<file path="src/rtl/lc3_mem_ctrl_pkg.sv">
// Shared constants, FSM state type and address decode for the LC-3 memory controller.
package lc3_mem_pkg;

   localparam logic [15:0] KBSR_ADDR = 16'hFE00;
   localparam logic [15:0] KBDR_ADDR = 16'hFE02;
   localparam logic [15:0] DSR_ADDR  = 16'hFE04;
   localparam logic [15:0] DDR_ADDR  = 16'hFE06;
   localparam logic [15:0] MCR_ADDR  = 16'hFFFE;

   localparam logic [15:0] MCR_RESET = 16'h8000;

   typedef enum logic [1:0] {
      ST_IDLE  = 2'd0,
      ST_ISSUE = 2'd1,
      ST_WAIT  = 2'd2,
      ST_DONE  = 2'd3
   } mem_state_e;

   // True when the address selects one of the memory-mapped device registers.
   function automatic logic is_mmio(input logic [15:0] addr);
      return (addr == KBSR_ADDR) || (addr == KBDR_ADDR) || (addr == DSR_ADDR) ||
             (addr == DDR_ADDR)  || (addr == MCR_ADDR);
   endfunction

endpackage

</file>
<file path="src/rtl/lc3_mem_ctrl_if.sv">
// CPU-side load/store request bus (MAR/MDR side of the datapath).
interface lc3_mem_ctrl_if;

   logic        mem_req;
   logic        mem_we;
   logic [15:0] mem_addr;
   logic [15:0] mem_wdata;
   logic        mem_done;
   logic [15:0] mem_rdata;
   logic        mem_err;

   modport master (
      output mem_req, mem_we, mem_addr, mem_wdata,
      input  mem_done, mem_rdata, mem_err
   );

   modport slave (
      input  mem_req, mem_we, mem_addr, mem_wdata,
      output mem_done, mem_rdata, mem_err
   );

endinterface

</file>
<file path="src/rtl/lc3_mem_ctrl_mmio_regs.sv">
// Memory-mapped device registers: keyboard (KBSR/KBDR), display (DSR/DDR) and MCR.
// Accessed by a single-cycle read/write strobe from the controller; read data is combinational.
module lc3_mmio_regs
   import lc3_mem_pkg::*;
(
   input  logic        clk,
   input  logic        rst,
   input  logic        rd_i,
   input  logic        wr_i,
   input  logic [15:0] addr_i,
   input  logic [15:0] wdata_i,
   output logic [15:0] rdata_o,
   input  logic        kb_valid_i,
   input  logic [7:0]  kb_data_i,
   output logic        kb_ready_o,
   output logic        disp_valid_o,
   output logic [7:0]  disp_data_o,
   input  logic        disp_ready_i,
   output logic        halt_o
);

   logic        kb_full_q,   kb_full_d;
   logic [7:0]  kbdr_q,      kbdr_d;
   logic        disp_busy_q, disp_busy_d;
   logic [15:0] ddr_q,       ddr_d;
   logic [15:0] mcr_q,       mcr_d;

   logic kb_take;
   logic kbdr_rd;
   logic ddr_wr;

   assign kb_ready_o   = !kb_full_q;
   assign disp_valid_o = disp_busy_q;
   assign disp_data_o  = ddr_q[7:0];
   assign halt_o       = !mcr_q[15];

   assign kb_take = kb_valid_i && !kb_full_q;
   assign kbdr_rd = rd_i && (addr_i == KBDR_ADDR);
   assign ddr_wr  = wr_i && (addr_i == DDR_ADDR);

   // Next-state for the device registers; busy/full flags are judged on their pre-edge value.
   always_comb begin
      kb_full_d   = kb_full_q;
      kbdr_d      = kbdr_q;
      disp_busy_d = disp_busy_q;
      ddr_d       = ddr_q;
      mcr_d       = mcr_q;

      // A capture can only happen while empty, so a KBDR read that lands on a full
      // buffer always clears it and the pending character is taken next cycle.
      if (kb_take) begin
         kb_full_d = 1'b1;
         kbdr_d    = kb_data_i;
      end else if (kbdr_rd) begin
         kb_full_d = 1'b0;
      end

      // A DDR write while busy is dropped even if the display drains on the same edge.
      if (ddr_wr && !disp_busy_q) begin
         ddr_d       = wdata_i;
         disp_busy_d = 1'b1;
      end else if (disp_busy_q && disp_ready_i) begin
         disp_busy_d = 1'b0;
      end

      if (wr_i && (addr_i == MCR_ADDR)) begin
         mcr_d = wdata_i;
      end
   end

   // Device register state.
   always_ff @(posedge clk) begin
      if (rst) begin
         kb_full_q   <= 1'b0;
         kbdr_q      <= 8'h00;
         disp_busy_q <= 1'b0;
         ddr_q       <= 16'h0000;
         mcr_q       <= MCR_RESET;
      end else begin
         kb_full_q   <= kb_full_d;
         kbdr_q      <= kbdr_d;
         disp_busy_q <= disp_busy_d;
         ddr_q       <= ddr_d;
         mcr_q       <= mcr_d;
      end
   end

   // Read mux over the register map.
   always_comb begin
      rdata_o = 16'h0000;
      case (addr_i)
         KBSR_ADDR: rdata_o = {kb_full_q, 15'b0};
         KBDR_ADDR: rdata_o = {8'h00, kbdr_q};
         DSR_ADDR:  rdata_o = {!disp_busy_q, 15'b0};
         DDR_ADDR:  rdata_o = ddr_q;
         MCR_ADDR:  rdata_o = mcr_q;
         default:   rdata_o = 16'h0000;
      endcase
   end

endmodule

</file>
<file path="src/rtl/lc3_mem_ctrl.sv">
// LC-3 memory access controller: one load/store at a time, device registers served
// internally, everything else forwarded to the registered single-port RAM.
//
//  state | meaning
//  IDLE  | waiting for mem_req; device accesses complete here in one edge
//  ISSUE | ram_cs asserted for exactly one cycle with latched request
//  WAIT  | waiting for ram_ready, down-counting the timeout
//  DONE  | mem_done pulse (mem_err if the RAM timed out)
module lc3_mem_ctrl
   import lc3_mem_pkg::*;
#(
   parameter int TIMEOUT = 16
) (
   input  logic          clk,
   input  logic          rst,
   lc3_mem_ctrl_if.slave mem,
   output logic          ram_cs,
   output logic          ram_r_w,
   output logic [15:0]   ram_addr,
   output logic [15:0]   ram_data_in,
   input  logic          ram_ready,
   input  logic [15:0]   ram_data_out,
   input  logic          kb_valid,
   input  logic [7:0]    kb_data,
   output logic          kb_ready,
   output logic          disp_valid,
   output logic [7:0]    disp_data,
   input  logic          disp_ready,
   output logic          halt
);

   localparam int TW = $clog2(TIMEOUT + 1);

   mem_state_e  state_q, state_d;
   logic [15:0] addr_q,  addr_d;
   logic        we_q,    we_d;
   logic [15:0] wdata_q, wdata_d;
   logic [15:0] rdata_q, rdata_d;
   logic        err_q,   err_d;
   logic [TW-1:0] tmo_q, tmo_d;

   logic        dev_rd;
   logic        dev_wr;
   logic [15:0] dev_rdata;

   assign ram_cs      = (state_q == ST_ISSUE);
   assign ram_r_w     = (state_q == ST_ISSUE) && we_q;
   assign ram_addr    = addr_q;
   assign ram_data_in = wdata_q;

   assign mem.mem_done  = (state_q == ST_DONE);
   assign mem.mem_err   = (state_q == ST_DONE) && err_q;
   assign mem.mem_rdata = rdata_q;

   // Device registers see the live request so the access completes on the accepting edge.
   lc3_mmio_regs u_regs (
      .clk          (clk),
      .rst          (rst),
      .rd_i         (dev_rd),
      .wr_i         (dev_wr),
      .addr_i       (mem.mem_addr),
      .wdata_i      (mem.mem_wdata),
      .rdata_o      (dev_rdata),
      .kb_valid_i   (kb_valid),
      .kb_data_i    (kb_data),
      .kb_ready_o   (kb_ready),
      .disp_valid_o (disp_valid),
      .disp_data_o  (disp_data),
      .disp_ready_i (disp_ready),
      .halt_o       (halt)
   );

   // Next-state, request latching, timeout countdown and device strobes.
   always_comb begin
      state_d = state_q;
      addr_d  = addr_q;
      we_d    = we_q;
      wdata_d = wdata_q;
      rdata_d = rdata_q;
      err_d   = err_q;
      tmo_d   = tmo_q;
      dev_rd  = 1'b0;
      dev_wr  = 1'b0;

      case (state_q)
         ST_IDLE: begin
            if (mem.mem_req) begin
               addr_d  = mem.mem_addr;
               we_d    = mem.mem_we;
               wdata_d = mem.mem_wdata;
               err_d   = 1'b0;
               if (is_mmio(mem.mem_addr)) begin
                  dev_wr = mem.mem_we;
                  dev_rd = !mem.mem_we;
                  if (!mem.mem_we) begin
                     rdata_d = dev_rdata;
                  end
                  state_d = ST_DONE;
               end else begin
                  state_d = ST_ISSUE;
               end
            end
         end
         ST_ISSUE: begin
            tmo_d   = TW'(TIMEOUT - 1);
            state_d = ST_WAIT;
         end
         ST_WAIT: begin
            if (ram_ready) begin
               if (!we_q) begin
                  rdata_d = ram_data_out;
               end
               state_d = ST_DONE;
            end else if (tmo_q == '0) begin
               err_d   = 1'b1;
               rdata_d = 16'h0000;
               state_d = ST_DONE;
            end else begin
               tmo_d = tmo_q - 1'b1;
            end
         end
         ST_DONE: begin
            state_d = ST_IDLE;
         end
         default: begin
            state_d = ST_IDLE;
         end
      endcase
   end

   // Controller state register.
   always_ff @(posedge clk) begin
      if (rst) begin
         state_q <= ST_IDLE;
         addr_q  <= 16'h0000;
         we_q    <= 1'b0;
         wdata_q <= 16'h0000;
         rdata_q <= 16'h0000;
         err_q   <= 1'b0;
         tmo_q   <= '0;
      end else begin
         state_q <= state_d;
         addr_q  <= addr_d;
         we_q    <= we_d;
         wdata_q <= wdata_d;
         rdata_q <= rdata_d;
         err_q   <= err_d;
         tmo_q   <= tmo_d;
      end
   end

endmodule

</file>
<file path="src/flat_wrapper.sv">
// flat-port wrapper written by rule: the top's interface ports become plain ports
module lc3_mem_ctrl_flat import lc3_mem_pkg::*;
#(
   parameter int TIMEOUT = 16
)
  (clk, rst, ram_cs, ram_r_w, ram_addr, ram_data_in, ram_ready, ram_data_out, kb_valid, kb_data, kb_ready, disp_valid, disp_data, disp_ready, halt, mem_mem_req, mem_mem_we, mem_mem_addr, mem_mem_wdata, mem_mem_done, mem_mem_rdata, mem_mem_err);
  lc3_mem_ctrl_if mem_i ();
  input  logic clk;
  input  logic rst;
  output logic ram_cs;
  output logic ram_r_w;
  output logic [15:0] ram_addr;
  output logic [15:0] ram_data_in;
  input  logic ram_ready;
  input  logic [15:0] ram_data_out;
  input  logic kb_valid;
  input  logic [7:0] kb_data;
  output logic kb_ready;
  output logic disp_valid;
  output logic [7:0] disp_data;
  input  logic disp_ready;
  output logic halt;
  input wire logic [$bits(mem_i.mem_req)-1:0] mem_mem_req;
  input wire logic [$bits(mem_i.mem_we)-1:0] mem_mem_we;
  input wire logic [$bits(mem_i.mem_addr)-1:0] mem_mem_addr;
  input wire logic [$bits(mem_i.mem_wdata)-1:0] mem_mem_wdata;
  output wire logic [$bits(mem_i.mem_done)-1:0] mem_mem_done;
  output wire logic [$bits(mem_i.mem_rdata)-1:0] mem_mem_rdata;
  output wire logic [$bits(mem_i.mem_err)-1:0] mem_mem_err;
  assign mem_i.mem_req = mem_mem_req;
  assign mem_i.mem_we = mem_mem_we;
  assign mem_i.mem_addr = mem_mem_addr;
  assign mem_i.mem_wdata = mem_mem_wdata;
  assign mem_mem_done = mem_i.mem_done;
  assign mem_mem_rdata = mem_i.mem_rdata;
  assign mem_mem_err = mem_i.mem_err;
  lc3_mem_ctrl #(.TIMEOUT(TIMEOUT)) u_core (.clk(clk), .rst(rst), .mem(mem_i), .ram_cs(ram_cs), .ram_r_w(ram_r_w), .ram_addr(ram_addr), .ram_data_in(ram_data_in), .ram_ready(ram_ready), .ram_data_out(ram_data_out), .kb_valid(kb_valid), .kb_data(kb_data), .kb_ready(kb_ready), .disp_valid(disp_valid), .disp_data(disp_data), .disp_ready(disp_ready), .halt(halt));
endmodule
</file>
<file path="config.mk">
export PLATFORM = sky130hd
export DESIGN_NAME = lc3_mem_ctrl_flat
export DESIGN_NICKNAME = d
export VERILOG_FILES = /design/src/rtl/lc3_mem_ctrl_pkg.sv /design/src/rtl/lc3_mem_ctrl_if.sv /design/src/rtl/lc3_mem_ctrl_mmio_regs.sv /design/src/rtl/lc3_mem_ctrl.sv /design/src/flat_wrapper.sv
export SDC_FILE = /design/constraint.sdc
export NUM_CORES = 1
export LEC_CHECK = 0
export BUFFER_PORTS_ARGS = -buffer_cell sky130_fd_sc_hd__buf_2
export CAP_MARGIN = 20
export CORE_AREA = 2 2 101 103
export CTS_CLUSTER_DIAMETER = 50
export DETAILED_ROUTE_END_ITERATION = 8
export DIE_AREA = 0 0 103 105
export GPL_ROUTABILITY_DRIVEN = 1
export HOLD_SLACK_MARGIN = 0.03
export PLACE_DENSITY = 0.83
export SLEW_MARGIN = 10
export SYNTH_ARGS = -nofsm -noshare
export SYNTH_HDL_FRONTEND = slang
export SYNTH_SLANG_ARGS = --single-unit
</file>
<file path="constraint.sdc">
create_clock -name clk -period 2.3 [get_ports clk]
set_clock_uncertainty 0.2 [all_clocks]
set_input_delay 0.345 -clock clk [delete_from_list [all_inputs] [get_ports clk]]
set_output_delay 0.345 -clock clk [all_outputs]
set_load 0.005 [all_outputs]
</file>
# After elaboration in Yosys (flattened, before gate mapping)
# Index checks and enable logic that the tools add are counted.
[word_totals] regBits=99 in_bits=63 out_inout_bits=63 word_cells=86
[op_classes] addsub=1 eq_ne=16 muxes=30 reduce_logical=27
[op_table] cell="$mux W16" count=6
[op_table] cell="$eq A16 B16 Y1 const B" count=5
[op_table] cell="$pmux W16 S5" count=1
[op_table] cell="$pmux W16 S2" count=1
[op_table] cell="$mux W1" count=13
[op_table] cell="$mux W5" count=2
[op_table] cell="$pmux W5 S2" count=1
[op_table] cell="$logic_and A1 B1 Y1" count=8
[op_table] cell="$mux W2" count=4
[op_table] cell="$ne A2 B2 Y1 const B" count=4
[op_table] cell="$pmux W2 S4" count=1
[op_table] cell="$reduce_bool A2 Y1" count=4
[op_table] cell="$reduce_and A6 Y1" count=1
[op_table] cell="$logic_not A5 Y1" count=1
[op_table] cell="$sub A5 B1 Y5 const B" count=1
[op_table] cell="$eq A2 B2 Y1 const B" count=2
[op_table] cell="$logic_not A1 Y1" count=4
[op_table] cell="$logic_or A1 B1 Y1" count=4
[op_table] cell="$ne A2 B1 Y1 const B" count=2
[op_table] cell="$reduce_and A2 Y1" count=2
[op_table] cell="$reduce_and A4 Y1" count=1
[op_table] cell="$ne A3 B2 Y1 const B" count=1
[op_table] cell="$ne A3 B3 Y1 const B" count=1
[op_table] cell="$reduce_and A3 Y1" count=1
[op_table] cell="3 further kinds" count=3

# Depth between registers and ports, before layout
[logic_depth] word_depth=11 mapped_depth=11 ltp_nobuf=7

# Hierarchy
# A second synthesis with hierarchy kept.
[hier_totals] hier_cells=536 hier_area_um2=4556.9
[modules_own_cells] mod="lc3_mem_ctrl" n_inst=1 cells_per_inst=290 area_each_um2=2458.6 seq_area_each_um2=1141.1
[modules_own_cells] mod="lc3_mmio_regs" n_inst=1 cells_per_inst=246 area_each_um2=2098.3 seq_area_each_um2=840.8

# Worst setup path after synthesis
# Ideal clock, no wire load.
[synth_path] kind="register to register" startpoint="register u_core.state_q[0]" endpoint="register u_core.u_regs.ddr_q[10]" setup_time_ns=0.128 arrival_time_ns=2.101 t_required_ns=1.972 setup_slack_ns=-0.128 path_stages_with_launch=12 path_buffers=4 synth_period_minus_slack_ns=2.428 path_cell_list="dfxtp_1 inv_1 ha_1 clkbuf_1 and2_1 clkbuf_1 nand2_1 or4_4 buf_6 buf_6 mux2i_1 nor2_1"
[synth_via] elab_chain_cells=4
[synth_lines] element="start: declaration" line="lc3_mem_ctrl.sv:34" rtl="mem_state_e state_q, state_d;"
[synth_lines] element="start signal: assignment" line="lc3_mem_ctrl.sv:142" rtl="state_q <= state_d;"
[synth_lines] element="$logic_not A2 Y1" line="lc3_mem_ctrl.sv:85" rtl="case (state_q)"
[synth_lines] element="$mux W1" line="lc3_mem_ctrl.sv:85"
[synth_lines] element="$logic_and A1 B1 Y1" line="lc3_mem_ctrl_mmio_regs.sv:39" rtl="assign ddr_wr = wr_i && (addr_i == DDR_ADDR);"
[synth_lines] element="$logic_and A1 B1 Y1" line="lc3_mem_ctrl_mmio_regs.sv:59" rtl="if (ddr_wr && !disp_busy_q) begin"
[synth_lines] element="end signal: assignment" line="lc3_mem_ctrl_mmio_regs.sv:83" rtl="ddr_q <= ddr_d;"
[synth_lines] element="end: declaration" line="lc3_mem_ctrl_mmio_regs.sv:25" rtl="logic [15:0] ddr_q, ddr_d;"
# Every way passes these cells.
# A chain may end at the register's enable or synchronous reset.

# Worst setup path after layout
[layout_path] startpoint="register u_core.state_q[1]" endpoint="register u_core.u_regs.ddr_q[15]"
# Same word-level chain as after synthesis.

==> metrics.txt <==
# TYPE chip_impl_metric gauge
chip_impl_info{name="status",value="finished clean"} 1
chip_impl_metric{name="gr-usage-all-layers",unit="%"} 24.2
chip_impl_metric{name="worst_ep_arrival_time",unit="ns"} 2.24
chip_impl_info{name="worst_setup_path_end_kind",value="register"} 1
chip_impl_metric{name="r2r.worst_path.cells",unit=""} 7
chip_impl_metric{name="synthDistinctLibCells",unit=""} 49
chip_impl_metric{name="detailedRoute.firstPassIterationCount",unit=""} 5
chip_impl_metric{name="met2_routed_wl",unit="microns"} 6340
chip_impl_metric{name="seq_area_frac_synth",unit="%"} 44.6
chip_impl_metric{name="layout.nets",unit=""} 772
chip_impl_metric{name="cts-htree-levels",unit=""} 3
chip_impl_metric{name="synth_area_per_cell",unit="sq um"} 8.10
chip_impl_metric{name="layout_setup_ws",unit="ns"} 0.126
chip_impl_metric{name="post-route-cell-area",unit="sq um"} 5850
chip_impl_metric{name="minimum_setup_slack_among_reg_to_reg_paths",unit="ns"} 0.13
chip_impl_info{name="clock_tree.root_cell",value="sky130_fd_sc_hd__clkbuf_8"} 1
chip_impl_metric{name="chipHeight",unit="microns"} 105
chip_impl_info{name="min-delay-path-class",value="input pin to register"} 1
chip_impl_metric{name="clkSinkCount",unit=""} 99
chip_impl_info{name="whs_endpoint",value="u_core.mem.mem_rdata[4]"} 1
chip_impl_metric{name="pwr-share-clk",unit="%"} 22.3
chip_impl_metric{name="max_slew.worst_pin.slew",unit="ns"} 0.568
chip_impl_metric{name="post-route-drc-count",unit=""} 0
chip_impl_metric{name="maxClockFrequency",unit="MHz"} 460
chip_impl_metric{name="wl_per_cell",unit="microns"} 15.7
chip_impl_metric{name="finalCoreUtilization",unit="%"} 60.7
chip_impl_metric{name="rows",unit=""} 36
chip_impl_metric{name="seqPwrFrac",unit="%"} 40.8
chip_impl_info{name="cpLargestDelayFamily",value="simple AND/OR/NAND/NOR gates"} 1
chip_impl_metric{name="max-vdd-ir-drop",unit="mV"} 0.441
chip_impl_info{name="highest_layer",value="met4"} 1
chip_impl_metric{name="critPathMaxStageDelay",unit="ns"} 0.65
chip_impl_info{name="synth.largest_area_cell",value="sky130_fd_sc_hd__dfxtp_1"} 1
chip_impl_metric{name="holdWs",unit="ns"} 0.0351
chip_impl_metric{name="setup-violations-final",unit=""} 0
chip_impl_metric{name="antenna-diode-count",unit=""} 0
chip_impl_metric{name="internal-power",unit="uW"} 3420
chip_impl_metric{name="initial_utilization",unit="%"} 46.1
chip_impl_metric{name="critical_path_peak_fanout",unit=""} 9
chip_impl_metric{name="power_per_cell_area",unit="nW/um^2"} 908
chip_impl_metric{name="post-cts-setup-buffer-count",unit=""} 0
chip_impl_info{name="postSynth.topFlopCell",value="sky130_fd_sc_hd__dfxtp_1"} 1
chip_impl_metric{name="totalNegativeSetupSlack",unit="ns"} 0
chip_impl_metric{name="grt_start_max_net_pins",unit=""} 35
chip_impl_info{name="max_stage_delay_cell_worst_path",value="sky130_fd_sc_hd__or4_4"} 1
chip_impl_metric{name="routed_via_density",unit=""} 5.47
chip_impl_metric{name="asyncSetResetFlopFracSynth",unit="%"} 0
chip_impl_metric{name="synth.ff_latch_count",unit=""} 99
chip_impl_metric{name="comb_power_share",unit="%"} 36.9
chip_impl_metric{name="number_of_design_rule_violations_left_by_the_first_detailed_router_iteration",unit=""} 448
chip_impl_metric{name="numCtsBuffers",unit=""} 9
chip_impl_metric{name="period_needed",unit="ns"} 2.17
chip_impl_metric{name="die_w",unit="microns"} 103
chip_impl_metric{name="number_of_antenna_violations_at_the_first_check_in_global_routing",unit=""} 0
chip_impl_metric{name="routed_wl",unit="microns"} 13200
chip_impl_metric{name="detailed_place.area",unit="sq um"} 5250
chip_impl_metric{name="die-area",unit="sq um"} 10800
chip_impl_metric{name="timing.final.max_slew_violations",unit=""} 0
chip_impl_metric{name="p_leak",unit="uW"} 0.00257
chip_impl_metric{name="grt_pass1_wl",unit="microns"} 20700
chip_impl_metric{name="switching_share",unit="%"} 35.6
chip_impl_metric{name="detail_route.wirelength.met1",unit="microns"} 5780
chip_impl_info{name="cts_tree",value="done"} 1
chip_impl_metric{name="fillers",unit=""} 831
chip_impl_info{name="min_from",value="ram_data_out[4]"} 1
chip_impl_info{name="cp_cell_sequence",value="inv_1, ha_1, and2_1, nand2_1, or4_4, mux2i_1, nor2_1"} 1
chip_impl_metric{name="gr-total-overflow",unit=""} 0
chip_impl_info{name="biggest_area_contributors_in_the_synthesized_netlist",value="sky130_fd_sc_hd__dfxtp_1 (45%), sky130_fd_sc_hd__nand2_1 (11%), sky130_fd_sc_hd__a21oi_1 (9.0%), sky130_fd_sc_hd__mux2i_1 (3.6%), sky130_fd_sc_hd__nor2_1 (3.0%)"} 1
chip_impl_metric{name="mappedNetlistNets",unit=""} 617
chip_impl_metric{name="synth.top_cell.area_share",unit="%"} 44.6
chip_impl_metric{name="cts_max_path_buffers",unit=""} 2
chip_impl_metric{name="place.gp.congestion",unit=""} 0.875
chip_impl_metric{name="drt.antenna.violating_nets",unit=""} 0
chip_impl_metric{name="post_synthesis_instance_total",unit=""} 548
chip_impl_metric{name="synth-warning-count",unit=""} 0
chip_impl_metric{name="fp.coreArea",unit="sq um"} 9640
chip_impl_metric{name="synthesis.area",unit="sq um"} 4440
chip_impl_info{name="critPathLaunchType",value="register"} 1
chip_impl_metric{name="critical_path_buf_inv_count",unit=""} 1
chip_impl_metric{name="drv_cap",unit=""} 0
chip_impl_metric{name="critical_path_required",unit="ns"} 2.37
chip_impl_metric{name="place_hpwl",unit="microns"} 9550
chip_impl_info{name="r2r-end",value="u_core.u_regs.ddr_q[15]"} 1
chip_impl_metric{name="numPortBuffers",unit=""} 125
chip_impl_metric{name="area.growth.synth_to_final",unit="%"} 31.8
chip_impl_info{name="classification_of_the_worst_setup_path",value="register to register"} 1
chip_impl_metric{name="top_level_ports",unit=""} 126
chip_impl_metric{name="clkLatencyLatePin",unit="ns"} 0.38
chip_impl_metric{name="remaining_max_slew_budget_at_the_tightest_pin",unit="%"} 62.1
chip_impl_metric{name="first_global_vias",unit=""} 4367
chip_impl_metric{name="detailed_route_wirelength_on_metal3",unit="microns"} 860
chip_impl_metric{name="dpl_worst_slack",unit="ns"} -0.0826
chip_impl_metric{name="vias",unit=""} 4598
chip_impl_metric{name="net-switching-power",unit="uW"} 1890
chip_impl_metric{name="whs_path_depth",unit=""} 3
chip_impl_info{name="rsz0062_at_grt",value="no"} 1
chip_impl_info{name="rr_startpoint",value="u_core.state_q[1]"} 1
chip_impl_metric{name="timing.final.hold_violations",unit=""} 0
chip_impl_metric{name="share_of_layout_cells_above_drive_strength_1",unit="%"} 26.0
chip_impl_metric{name="min_period_over_period",unit="%"} 94.5
chip_impl_metric{name="path_clk_slew",unit="ns"} 0.11
chip_impl_metric{name="synth_enable_flop_cells",unit=""} 0
## cell type report
| class | instances | area [sq um] | area share, % |
|---|---|---|---|
| sequential | 99 | 1980 | 33.9 |
| multi-input combinational | 397 | 2230 | 38.2 |
| clock inverter | 7 | 85.1 | 1.45 |
| tap | 133 | 166 | 2.84 |
| timing repair buffer | 189 | 1230 | 21.1 |
| clock buffer | 9 | 124 | 2.12 |
| inverter | 7 | 26.3 | 0.449 |
## registers in the layout, indices dropped and copies added (netlist names)
name	cells
u_core.u_regs.mcr_q	16
u_core.u_regs.kbdr_q	8
u_core.u_regs.disp_valid_o	1
u_core.u_regs.kb_full_q	1
u_core.ram_data_in	16
u_core.ram_addr	16
u_core.tmo_q	5
u_core.we_q	1
u_core.state_q	2
u_core.mem.mem_rdata	16
u_core.u_regs.ddr_q	16
u_core.err_q	1
## metrics by stage
step	power, uW	std cells
4_1_cts	5220	839
3_5_place_dp	4000	789
5_1_grt	5650	841
2_1_floorplan	3290	548
3_3_place_gp	3920	789
6_report	5310	841
## layer usage
| layer | up-vias | global-route usage [%] |
|---|---|---|
| li1 | 2205 | - |
| met1 | 2189 | 31.8 |
| met2 | 187 | 38.8 |
| met3 | 17 | 4.88 |
| met4 | 0 | 9.02 |
| met5 | - | 0 |
## power groups by stage
stage | sequential, uW | clock (uW) | combinational, uW
2_1_floorplan | 2200 | 0 | 1090
3_3_place_gp | 2180 | 0 | 1740
5_1_grt | 2200 | 1270 | 2170
3_5_place_dp | 2200 | 0 | 1800
6_report | 2170 | 1190 | 1960
4_1_cts | 2160 | 1210 | 1850
## how the worst max path moves through the flow
stage | from | endpoint | slack, ns | depth (start not counted)
final | u_core.state_q[1] | u_core.u_regs.ddr_q[15] | 0.13 | 7
after CTS | u_core.tmo_q[1] | u_core.mem.mem_rdata[5] | 0.005 | 8
after global placement | mem_mem_addr[0] | u_core.u_regs.ddr_q[15] | -0.005 | 6
after detailed placement | mem_mem_addr[0] | u_core.u_regs.ddr_q[15] | -0.08 | 6
after global routing | u_core.state_q[1] | u_core.u_regs.ddr_q[15] | 0.007 | 7
after floorplan | u_core.state_q[0] | u_core.u_regs.ddr_q[10] | 0.002 | 11
## kinds of logic after synthesis
group	count (synthesis)	share of synthesized area, %
AO/OA/AOI/OAI	146	20.5
adder cells (fa/ha/maj)	6	1.69
buffers and inverters	53	5.61
flip-flops	99	44.6
multiplexers	17	3.86
AND/OR/NAND/NOR	227	23.8
## layout by cell type (no fill, tap or decap), types with 3 or more instances in the layout
master,Yosys,layout
sky130_fd_sc_hd__nor3_1,6,6
sky130_fd_sc_hd__and2_1,6,6
sky130_fd_sc_hd__a211oi_1,13,13
sky130_fd_sc_hd__ha_1,6,6
sky130_fd_sc_hd__nand2_1,131,131
sky130_fd_sc_hd__clkbuf_8,0,9
sky130_fd_sc_hd__and3_1,16,16
sky130_fd_sc_hd__a22oi_1,8,8
sky130_fd_sc_hd__a22o_1,7,7
sky130_fd_sc_hd__nand4_1,4,4
sky130_fd_sc_hd__and4_1,3,3
sky130_fd_sc_hd__a311oi_1,9,9
sky130_fd_sc_hd__a21o_1,8,8
sky130_fd_sc_hd__dfxtp_1,99,99
sky130_fd_sc_hd__nand3_1,3,3
sky130_fd_sc_hd__o21ai_0,13,13
sky130_fd_sc_hd__nor2_1,35,34
sky130_fd_sc_hd__inv_1,7,7
sky130_fd_sc_hd__buf_2,3,125
sky130_fd_sc_hd__mux2i_1,16,16
sky130_fd_sc_hd__a21oi_1,80,80
sky130_fd_sc_hd__dlygate4sd3_1,0,34
sky130_fd_sc_hd__buf_4,8,27
sky130_fd_sc_hd__nor2b_1,4,4
## cell usage after synthesis (7+ instances only)
library cell and instances:
sky130_fd_sc_hd__a211oi_1 13, sky130_fd_sc_hd__a21o_1 8, sky130_fd_sc_hd__a21oi_1 80, sky130_fd_sc_hd__a22o_1 7, sky130_fd_sc_hd__a22oi_1 8, sky130_fd_sc_hd__a311oi_1 9
sky130_fd_sc_hd__and3_1 16, sky130_fd_sc_hd__buf_4 8, sky130_fd_sc_hd__clkbuf_1 31, sky130_fd_sc_hd__dfxtp_1 99, sky130_fd_sc_hd__inv_1 7, sky130_fd_sc_hd__mux2i_1 16
sky130_fd_sc_hd__nand2_1 131, sky130_fd_sc_hd__nor2_1 35, sky130_fd_sc_hd__o21ai_0 13
## worst register-to-register path, stage by stage (launching register included)
cell	delay [ns]
sky130_fd_sc_hd__dfxtp_1	0.36
sky130_fd_sc_hd__inv_1	0.09
sky130_fd_sc_hd__ha_1	0.16
sky130_fd_sc_hd__and2_1	0.14
sky130_fd_sc_hd__nand2_1	0.17
sky130_fd_sc_hd__or4_4	0.65
sky130_fd_sc_hd__mux2i_1	0.22
sky130_fd_sc_hd__nor2_1	0.06
## what timing repair did
| item | CTS | global route |
|---|---|---|
| hold buffers | 34 | 0 |
| gates resized for setup | 0 | 5 |
| hold endpoints to repair | 41 | 0 |
| endpoints found under the setup margin | 1 | 27 |
| gates cloned | 0 | 2 |
| pin swaps | 1 | 3 |
No activity file was read; power rests on OpenSTA's default activity.
